--- config.mk ---
export PLATFORM = sky130hd
export DESIGN_NAME = tree_result_merge
export DESIGN_NICKNAME = d
export VERILOG_FILES = /design/src/rtl/tree_result_merge_pkg.sv /design/src/rtl/tree_result_merge_result_fifo.sv /design/src/rtl/tree_result_merge.sv
export SDC_FILE = /design/constraint.sdc
export NUM_CORES = 1
export LEC_CHECK = 0
export CORE_ASPECT_RATIO = 0.7
export CORE_MARGIN = 3
export CORE_UTILIZATION = 60
export DETAILED_ROUTE_END_ITERATION = 10
export PLACE_DENSITY = 0.9
export SETUP_SLACK_MARGIN = 0.3
export SYNTH_ARGS = -nofsm -noshare
export SYNTH_HDL_FRONTEND = slang
export SYNTH_SLANG_ARGS = --single-unit
--- constraint.sdc ---
create_clock -name clk -period 18.43 [get_ports clk]
set_clock_uncertainty 0.2 [all_clocks]
set_input_delay 3.686 -clock clk [delete_from_list [all_inputs] [get_ports clk]]
set_output_delay 3.686 -clock clk [all_outputs]
set_load 0.05 [all_outputs]
--- src/rtl/tree_result_merge_pkg.sv ---
`default_nettype none
// ============================================================================
// Module      : tree_result_merge_pkg
// Description : Shared tree package. Holds the node/packet geometry, the
//               leaf-flag bit index, the rule-ID miss constant and the lane
//               identifiers used by the result merge stage.
// Revision    : 1.0 - initial release
// ============================================================================
package tree_result_merge_pkg;

    localparam int TREE_NODE_WIDTH   = 40;
    localparam int TREE_PACKET_WIDTH = 104;
    localparam int TREE_RULE_ID      = 14;
    localparam int TREE_LEAF_BIT     = 0;

    // A miss reports an all-ones rule ID.
    localparam logic [TREE_RULE_ID-1:0] TREE_MISS_RULE_ID = '1;

    // Source lane of a merged result; encoding matches the res_lane output.
    typedef enum logic {
        LANE_1 = 1'b0,
        LANE_2 = 1'b1
    } lane_e;

endpackage : tree_result_merge_pkg
`default_nettype wire

--- src/rtl/tree_result_merge_result_fifo.sv ---
`default_nettype none
// ============================================================================
// Module      : result_fifo
// Description : Synchronous FIFO with registered storage and full/empty flags.
//               A push while full is accepted when a pop happens in the same
//               cycle. Pops while empty are ignored.
// Ports       : clk, rst (async, active-high), i_push, i_pop, i_wr_data,
//               o_rd_data (head entry), o_full, o_empty
// Revision    : 1.0 - initial release
// ============================================================================
module result_fifo #(
    parameter int WIDTH = 119,
    parameter int DEPTH = 4
) (
    input  logic             clk,
    input  logic             rst,
    input  logic             i_push,
    input  logic             i_pop,
    input  logic [WIDTH-1:0] i_wr_data,
    output logic [WIDTH-1:0] o_rd_data,
    output logic             o_full,
    output logic             o_empty
);

    localparam int c_AW = $clog2(DEPTH);

    // Pointers carry one extra wrap bit to tell full from empty.
    logic [c_AW:0]      r_wr_ptr;
    logic [c_AW:0]      r_rd_ptr;
    logic [WIDTH-1:0]   r_mem [DEPTH];
    logic               w_do_push;
    logic               w_do_pop;

    assign o_empty   = (r_wr_ptr == r_rd_ptr);
    assign o_full    = (r_wr_ptr[c_AW] != r_rd_ptr[c_AW]) &&
                       (r_wr_ptr[c_AW-1:0] == r_rd_ptr[c_AW-1:0]);
    assign w_do_pop  = i_pop && !o_empty;
    assign w_do_push = i_push && (!o_full || w_do_pop);
    assign o_rd_data = r_mem[r_rd_ptr[c_AW-1:0]];

    always_ff @(posedge clk or posedge rst) begin
        if (rst) begin
            r_wr_ptr <= '0;
            r_rd_ptr <= '0;
        end else begin
            if (w_do_push) r_wr_ptr <= r_wr_ptr + 1'b1;
            if (w_do_pop)  r_rd_ptr <= r_rd_ptr + 1'b1;
        end
    end

    // Storage needs no reset: contents are only visible behind the pointers.
    always_ff @(posedge clk) begin
        if (w_do_push) r_mem[r_wr_ptr[c_AW-1:0]] <= i_wr_data;
    end

endmodule : result_fifo
`default_nettype wire

--- src/rtl/tree_result_merge.sv ---
`default_nettype none
// ============================================================================
// Module      : tree_result_merge
// Description : Merges the two lanes of the last tree stage into a single
//               valid/ready result stream. Each lane buffers
//               {packet, hit, rule_id} in its own FIFO; a round-robin
//               arbiter fills one output register. Overflowing pushes are
//               dropped and counted per lane (saturating).
// Ports       : clk, RST (async, active-high)
//               packet_in1/2, data_valid_in1/2, node_in1/2, matched_in1/2
//               res_valid, res_ready, res_packet, res_rule_id, res_hit,
//               res_lane (0 = lane 1, 1 = lane 2), drop_cnt1/2
// Revision    : 1.0 - initial release
// ============================================================================
module tree_result_merge
    import tree_result_merge_pkg::*;
#(
    parameter int PACKET_WIDTH = TREE_PACKET_WIDTH,
    parameter int NODE_WIDTH   = TREE_NODE_WIDTH,
    parameter int RULE_ID      = TREE_RULE_ID,
    parameter int FIFO_DEPTH   = 4
) (
    input  logic                    clk,
    input  logic                    RST,
    input  logic [PACKET_WIDTH-1:0] packet_in1,
    input  logic [PACKET_WIDTH-1:0] packet_in2,
    input  logic                    data_valid_in1,
    input  logic                    data_valid_in2,
    input  logic [NODE_WIDTH-1:0]   node_in1,
    input  logic [NODE_WIDTH-1:0]   node_in2,
    input  logic                    matched_in1,
    input  logic                    matched_in2,
    output logic                    res_valid,
    input  logic                    res_ready,
    output logic [PACKET_WIDTH-1:0] res_packet,
    output logic [RULE_ID-1:0]      res_rule_id,
    output logic                    res_hit,
    output logic                    res_lane,
    output logic [15:0]             drop_cnt1,
    output logic [15:0]             drop_cnt2
);

    localparam int c_ENTRY_W = PACKET_WIDTH + 1 + RULE_ID;

    logic [1:0]              w_in_valid;
    logic [1:0]              w_in_match;
    logic [PACKET_WIDTH-1:0] w_in_pkt   [2];
    logic [NODE_WIDTH-1:0]   w_in_node  [2];
    logic [c_ENTRY_W-1:0]    w_wr_entry [2];
    logic [c_ENTRY_W-1:0]    w_rd_entry [2];
    logic [1:0]              w_push;
    logic [1:0]              w_pop;
    logic [1:0]              w_full;
    logic [1:0]              w_empty;
    logic [15:0]             r_drop_cnt [2];

    logic                    w_can_load;
    logic                    w_load;
    lane_e                   w_grant;
    lane_e                   r_last_grant;
    logic [c_ENTRY_W-1:0]    w_sel_entry;

    logic                    r_res_valid;
    logic [PACKET_WIDTH-1:0] r_res_packet;
    logic [RULE_ID-1:0]      r_res_rule_id;
    logic                    r_res_hit;
    logic                    r_res_lane;

    // Only the rule field of the node word is consumed; the leaf flag is
    // redundant with matched_in.
    logic                    w_unused_node;
    assign w_unused_node = ^{node_in1, node_in2};

    assign w_in_valid   = {data_valid_in2, data_valid_in1};
    assign w_in_match   = {matched_in2, matched_in1};
    assign w_in_pkt[0]  = packet_in1;
    assign w_in_pkt[1]  = packet_in2;
    assign w_in_node[0] = node_in1;
    assign w_in_node[1] = node_in2;

    // ------------------------------------------------------------------
    // Per-lane entry formation, FIFO and drop counter
    // ------------------------------------------------------------------
    for (genvar gi = 0; gi < 2; gi++) begin : g_lane
        logic [RULE_ID-1:0] w_rule;
        logic               w_drop;

        assign w_rule = w_in_match[gi] ? w_in_node[gi][TREE_LEAF_BIT+1 +: RULE_ID]
                                       : {RULE_ID{1'b1}};
        assign w_wr_entry[gi] = {w_in_pkt[gi], w_in_match[gi], w_rule};

        // A full FIFO still accepts when it is being popped this cycle.
        assign w_push[gi] = w_in_valid[gi] && (!w_full[gi] || w_pop[gi]);
        assign w_drop     = w_in_valid[gi] &&  w_full[gi] && !w_pop[gi];

        result_fifo #(
            .WIDTH (c_ENTRY_W),
            .DEPTH (FIFO_DEPTH)
        ) u_fifo (
            .clk       (clk),
            .rst       (RST),
            .i_push    (w_push[gi]),
            .i_pop     (w_pop[gi]),
            .i_wr_data (w_wr_entry[gi]),
            .o_rd_data (w_rd_entry[gi]),
            .o_full    (w_full[gi]),
            .o_empty   (w_empty[gi])
        );

        always_ff @(posedge clk or posedge RST) begin
            if (RST) begin
                r_drop_cnt[gi] <= '0;
            end else if (w_drop && (r_drop_cnt[gi] != 16'hFFFF)) begin
                r_drop_cnt[gi] <= r_drop_cnt[gi] + 16'd1;
            end
        end
    end

    // ------------------------------------------------------------------
    // Round-robin arbitration: lane 2 wins only if it has data and either
    // lane 1 is empty or lane 1 was granted last.
    // ------------------------------------------------------------------
    assign w_can_load  = !r_res_valid || res_ready;
    assign w_load      = w_can_load && !(w_empty[0] && w_empty[1]);
    assign w_grant     = (!w_empty[1] && (w_empty[0] || (r_last_grant == LANE_1)))
                         ? LANE_2 : LANE_1;
    assign w_pop[0]    = w_load && (w_grant == LANE_1);
    assign w_pop[1]    = w_load && (w_grant == LANE_2);
    assign w_sel_entry = (w_grant == LANE_2) ? w_rd_entry[1] : w_rd_entry[0];

    // ------------------------------------------------------------------
    // Output register; holds while stalled, clears valid when drained.
    // ------------------------------------------------------------------
    always_ff @(posedge clk or posedge RST) begin
        if (RST) begin
            r_res_valid   <= 1'b0;
            r_res_packet  <= '0;
            r_res_rule_id <= '0;
            r_res_hit     <= 1'b0;
            r_res_lane    <= 1'b0;
            r_last_grant  <= LANE_2;
        end else if (w_can_load) begin
            r_res_valid <= w_load;
            if (w_load) begin
                r_res_packet  <= w_sel_entry[c_ENTRY_W-1 -: PACKET_WIDTH];
                r_res_hit     <= w_sel_entry[RULE_ID];
                r_res_rule_id <= w_sel_entry[RULE_ID-1:0];
                r_res_lane    <= w_grant;
                r_last_grant  <= w_grant;
            end
        end
    end

    assign res_valid   = r_res_valid;
    assign res_packet  = r_res_packet;
    assign res_rule_id = r_res_rule_id;
    assign res_hit     = r_res_hit;
    assign res_lane    = r_res_lane;
    assign drop_cnt1   = r_drop_cnt[0];
    assign drop_cnt2   = r_drop_cnt[1];

endmodule : tree_result_merge
`default_nettype wire

Word-level counts from Yosys, hierarchy flattened
Memory sizes are Yosys's and may differ from the RTL's.
Cells that the tools add are included.

word-level totals
  flip-flop bits (word level) = 166
  bits in writable memories = 952
  memories = 2

cells by class
  $add $sub $neg = 6
  equal/unequal tests = 8
  mux-type cells = 8
  bitwise gates (word level) = 2
  reductions and logical operators = 34

memory list
  memory                  words  width  rd ports  clocked after Yosys merged registers in  wr ports  line                                 text
  g_lane[0].u_fifo.r_mem  4      119    1         0                                        1         tree_result_merge_result_fifo.sv:30  logic [WIDTH-1:0] r_mem [DEPTH];
  g_lane[1].u_fifo.r_mem  4      119    1         0                                        1         tree_result_merge_result_fifo.sv:30

operator list
  operator                                       count
  two-way mux 119 bit                            1
  adder 16 x 1 -> 16 bit, second input constant  2
  inequality test 16 bit, second input constant  2
  two-way mux 14 bit                             2
  logical AND 1 bit                              19
  adder 3 x 1 -> 3 bit, second input constant    4
  zero test 1 bit                                8
  equality test 3 bit                            2
  logical OR 1 bit                               6
  two-way mux 1 bit                              5
  equality test 2 bit                            2
  inequality test 1 bit                          2
  inverter 1 bit                                 2
  AND reduction 2 bit                            1

Logic depth before layout (Yosys ltp)
  depth after elaboration = 11
  gate-level depth with buffers = 9
  mapped depth without buffers = 6

Hierarchy
Synthesis repeated with hierarchy kept, for this count alone.

second synthesis, totals
  cells, all modules = 1902
  area total of the unflattened synthesis = 41846.4 um^2

by module, submodules not included
  module                          instances  cells an instance  area an instance (um^2)  sequential area each (um^2)
  result_fifo (g_lane[1].u_fifo)  1          658                17583.1                  14443.9
  result_fifo (g_lane[0].u_fifo)  1          658                17571.9                  14443.9
  tree_result_merge               1          586                6691.4                   3854.9

Least setup slack after synthesis
OpenSTA, ideal clock, no wires.

  path type = in2reg
  start point = input port res_ready
  end point = memory g_lane[1].u_fifo.r_mem[3][0], enable pin
  setup time = 601 ps
  data arrival time = 9158 ps
  path slack = 8471 ps
  stages on the path = 4
  path buffers = 0
  cell sequence = nand2b_1 > and4_4 > o31ai_4 > nor2_1

between the ends
  longest elaborated chain between the ends = 8
  elaborated cells between the ends (all ways) = 10
  those cells by class = 2 x mux; 8 x reduce/logical

RTL lines
  what                                                   line                                                          text
  from (decl)                                            tree_result_merge.sv:34                                       input logic res_ready,
  logical OR 1 bit (*)                                   tree_result_merge.sv:123                                      assign w_can_load = !r_res_valid || res_ready;
  logical AND 1 bit (*)                                  tree_result_merge.sv:124                                      assign w_load = w_can_load && !(w_empty[0] && w_empty[1]);
  logical AND 1 bit (*)                                  tree_result_merge.sv:128                                      assign w_pop[1] = w_load && (w_grant == LANE_2);
  logical OR 1 bit or logical AND 1 bit (tied branches)  tree_result_merge.sv:93, tree_result_merge_result_fifo.sv:37
  logical AND 1 bit or logical OR 1 bit (tied branches)  tree_result_merge.sv:93, tree_result_merge_result_fifo.sv:38
  logical AND 1 bit (*)                                  tree_result_merge_result_fifo.sv:38                           assign w_do_push = i_push && (!o_full || w_do_pop);
  two-way mux 1 bit (*)                                  tree_result_merge_result_fifo.sv:53                           if (w_do_push) r_mem[r_wr_ptr[c_AW-1:0]] <= i_wr_data;
  two-way mux 1 bit (implied by the code) (*)            tree_result_merge_result_fifo.sv:53
  to (decl)                                              tree_result_merge_result_fifo.sv:30

Mark *: on every way between the ends. The rest lies on a longest branch, timed or not.

Worst setup path after layout
  start point = input port res_ready
  end point = memory g_lane[0].u_fifo.r_mem[0][62], enable pin

between the ends
  longest elaborated chain between the ends = 8
  elaborated cells between the ends (all ways) = 10
  those cells by class = 2 x mux; 8 x reduce/logical

RTL lines
  what                                                   line                                                          text
  logical OR 1 bit (*)                                   tree_result_merge.sv:123
  logical AND 1 bit (*)                                  tree_result_merge.sv:124
  logical AND 1 bit (*)                                  tree_result_merge.sv:127                                      assign w_pop[0] = w_load && (w_grant == LANE_1);
  logical OR 1 bit or logical AND 1 bit (tied branches)  tree_result_merge.sv:93, tree_result_merge_result_fifo.sv:37
  logical AND 1 bit or logical OR 1 bit (tied branches)  tree_result_merge.sv:93, tree_result_merge_result_fifo.sv:38
  logical AND 1 bit (*)                                  tree_result_merge_result_fifo.sv:38
  two-way mux 1 bit (*)                                  tree_result_merge_result_fifo.sv:53
  two-way mux 1 bit (implied by the code) (*)            tree_result_merge_result_fifo.sv:53
  to (decl)                                              tree_result_merge_result_fifo.sv:30

Marked as above.

==> results.json <==
{
  "ir_worst_vdd_mv": 0.1567,
  "syn_to_final_growth_pct": 19.83,
  "grt_max_degree": 117,
  "hold_depth": 2,
  "wirelength_mm": 104.3,
  "cp_max_fo": 62,
  "postCtsHoldBufs": 0,
  "fp-row-count": 80,
  "io_pins": 448,
  "cp.required_ps": 18500,
  "drive_gt1_frac": 0.1768,
  "stdcell_count": 3456,
  "synth_top_area_cell": "edfxtp_1",
  "grt_pass1_wl_mm": 154.4,
  "dieArea_sq_um": 72940,
  "clock_latency_ps": 680,
  "synth_edf_count": 952,
  "fmax_mhz": 149.3,
  "timing.rr.start": "g_lane[1].u_fifo.r_rd_ptr[1]$_DFFE_PP0P_",
  "drc": 0,
  "drt-pass1-iter-count": 8,
  "clock-root-buffer": "clkbuf_16",
  "cts_setup_buffers": 0,
  "drv_slew": 0,
  "track_usage": 0.2904,
  "setup_viol": 0,
  "critPathKind": "input port to flip-flop",
  "fp.coreArea_sq_um": 68570,
  "rr_worst_depth": 7,
  "wire_per_inst_um": 30.18,
  "critPathLaunchType": "input port",
  "numPortBuffers": 395,
  "final_nets": 2762,
  "syn_nets": 2333,
  "ys_top_cells_by_area": "edfxtp_1, mux4_2, dfrtp_1",
  "relSlewSlack": 0.06531,
  "async_flop_share": 0.1485,
  "fin_crit_ps": 6696,
  "ys.flop_type": "edfxtp_1",
  "dp_hpwl_mm": 57.20,
  "clock-sinks": 1118,
  "die_y_um": 226.9,
  "power_uw": 8775,
  "finalSetupTns_ps": 0,
  "post-synth-top-area-fraction": 0.6837,
  "cts_buffers": 98,
  "hold_slack_ps": 268.4,
  "worst_slew_pin_slew_ps": 1391,
  "cts_resized": 0,
  "vias_per_cell": 6.564,
  "p_leak_uw": 0.01717,
  "status": "finished clean",
  "power_density_nw_per_um2": 175.1,
  "grt_pass1_vias": 24190,
  "place_inst": 3257,
  "clk_pin_slew_ps": 60,
  "yosys_warnings": 0,
  "cts_tree": "done",
  "h-tree-depth": 3,
  "min_period_over_period": 0.3633,
  "worst_hold_path_type": "flip-flop to flip-flop",
  "rsz0062_at_grt": "no",
  "maxCapViolCount": 0,
  "hold_viol": 0,
  "synthCells": 2026,
  "synth-seq-area-share": 0.7831,
  "vias": 22690,
  "postLayoutCoreUtil": 0.7307,
  "synth-seq-cells": 1118,
  "min_from": "res_packet[98]$_DFFE_PP0P_",
  "die_x_um": 321.5,
  "clock_path_buffers": 3,
  "place.gp.congestion": 0.8205,
  "crit_arrival_ps": 6760,
  "antenna_found_initial": 21,
  "grt-ovfl-total": 0,
  "final_cell_mix": "edfxtp_1, clkdlybuf4s50_1, nand2_1",
  "synth_cell_types": 45,
  "layout_commonest_cell": "edfxtp_1",
  "cp-end-kind": "flip-flop",
  "syn-mean-instance-area_sq_um": 20.64,
  "drtAntennaViolNets": 0,
  "drt-initial-drc-count": 2610,
  "syn_area_sq_um": 41810,
  "start_util": 0.6098,
  "cp-startpoint": "res_ready"
}
synth_stat cells (all sizes together) (2+ instances only):
library cell and n:
nand2b 30, nor2 15, xnor2 21, inv 12
edfxtp 952, buf 49, ha 12, and3 10
nor4 2, mux2 8, clkbuf 51, and4 6
nand4 13, dfrtp 165, o21a 2, a31oi 2
a22oi 119, nor3 12, nand3 17, nand2 252
o31ai 2, xor2 20, mux4 238, o21ai 2
a21o 2
final timing paths:
check,end,slack [ps]
min reg2reg,res_packet[98]$_DFFE_PP0P_,270
max,g_lane[0].u_fifo.r_mem[0][62]$_DFFE_PP_,11730
min in group asynchronous,res_packet[80]$_DFFE_PP0P_,3360
max in group asynchronous,res_packet[43]$_DFFE_PP0P_,13180
max reg2reg,g_lane[0].u_fifo.r_mem[0][62]$_DFFE_PP_,14120
min,res_packet[98]$_DFFE_PP0P_,270
flip-flops by register name (all words and copies together), names as in the netlist:
| signal | flops |
|---|---|
| res_lane | 1 |
| r_last_grant | 1 |
| res_packet | 104 |
| res_valid | 1 |
| g_lane.u_fifo.r_mem | 952 |
| g_lane.u_fifo.r_wr_ptr | 6 |
| res_rule_id | 14 |
| res_hit | 1 |
| g_lane.u_fifo.r_rd_ptr | 6 |
| drop_cnt2 | 16 |
| drop_cnt1 | 16 |
layout make-up:
type	instances	area, sq um
Multi-Input combinational cell	796	8666
Clock inverter	50	501.7
Clock buffer	135	2754
Sequential cell	1118	32760
Inverter	12	52.55
Fill cell	3667	18460
Timing Repair Buffer	429	4209
Antenna cell	14	35.03
Tap cell	902	1129
logic make-up after synthesis:
| group | synth area share |
|---|---|
| mux | 0.1306 |
| buf+inv | 0.01155 |
| fa+ha+maj | 0.003591 |
| flops | 0.7831 |
| xor+xnor | 0.008768 |
| compound gates | 0.02433 |
| simple gates | 0.03806 |
through the flow:
stage                     setup slack [ps]  area (sq um)
after floorplan                       8471         41810
after global placement               11180         46810
after detailed placement             11130         46810
after CTS                            11810         50070
after global routing                 11610         50080
final                                11730         50100
report_power, final:
group	internal, uW	leakage, uW	switching [uW]
Sequential	3450	0.0107	282
Combinational	1100	0.00483	1850
Clock	1180	0.00161	915
Total	5730	0.0172	3050
critical path, stage by stage:
cell             delay (ps)
clkdlybuf4s50_1         470
nor2b_1                 110
o21bai_1                160
buf_4                   260
and3_4                  210
buf_4                   790
buf_4                   910
metal layers:
| layer | track usage | part of all wire | vias to the layer above |
|---|---|---|---|
| li1 | - | - | 9031 |
| met1 | 0.3768 | 0.35 | 11860 |
| met2 | 0.4836 | 0.51 | 1471 |
| met3 | 0.07281 | 0.10 | 302 |
| met4 | 0.1108 | 0.037 | 24 |
| met5 | 0 | 0.0015 | - |
Note: power is estimated with default switching activity, not from simulation.
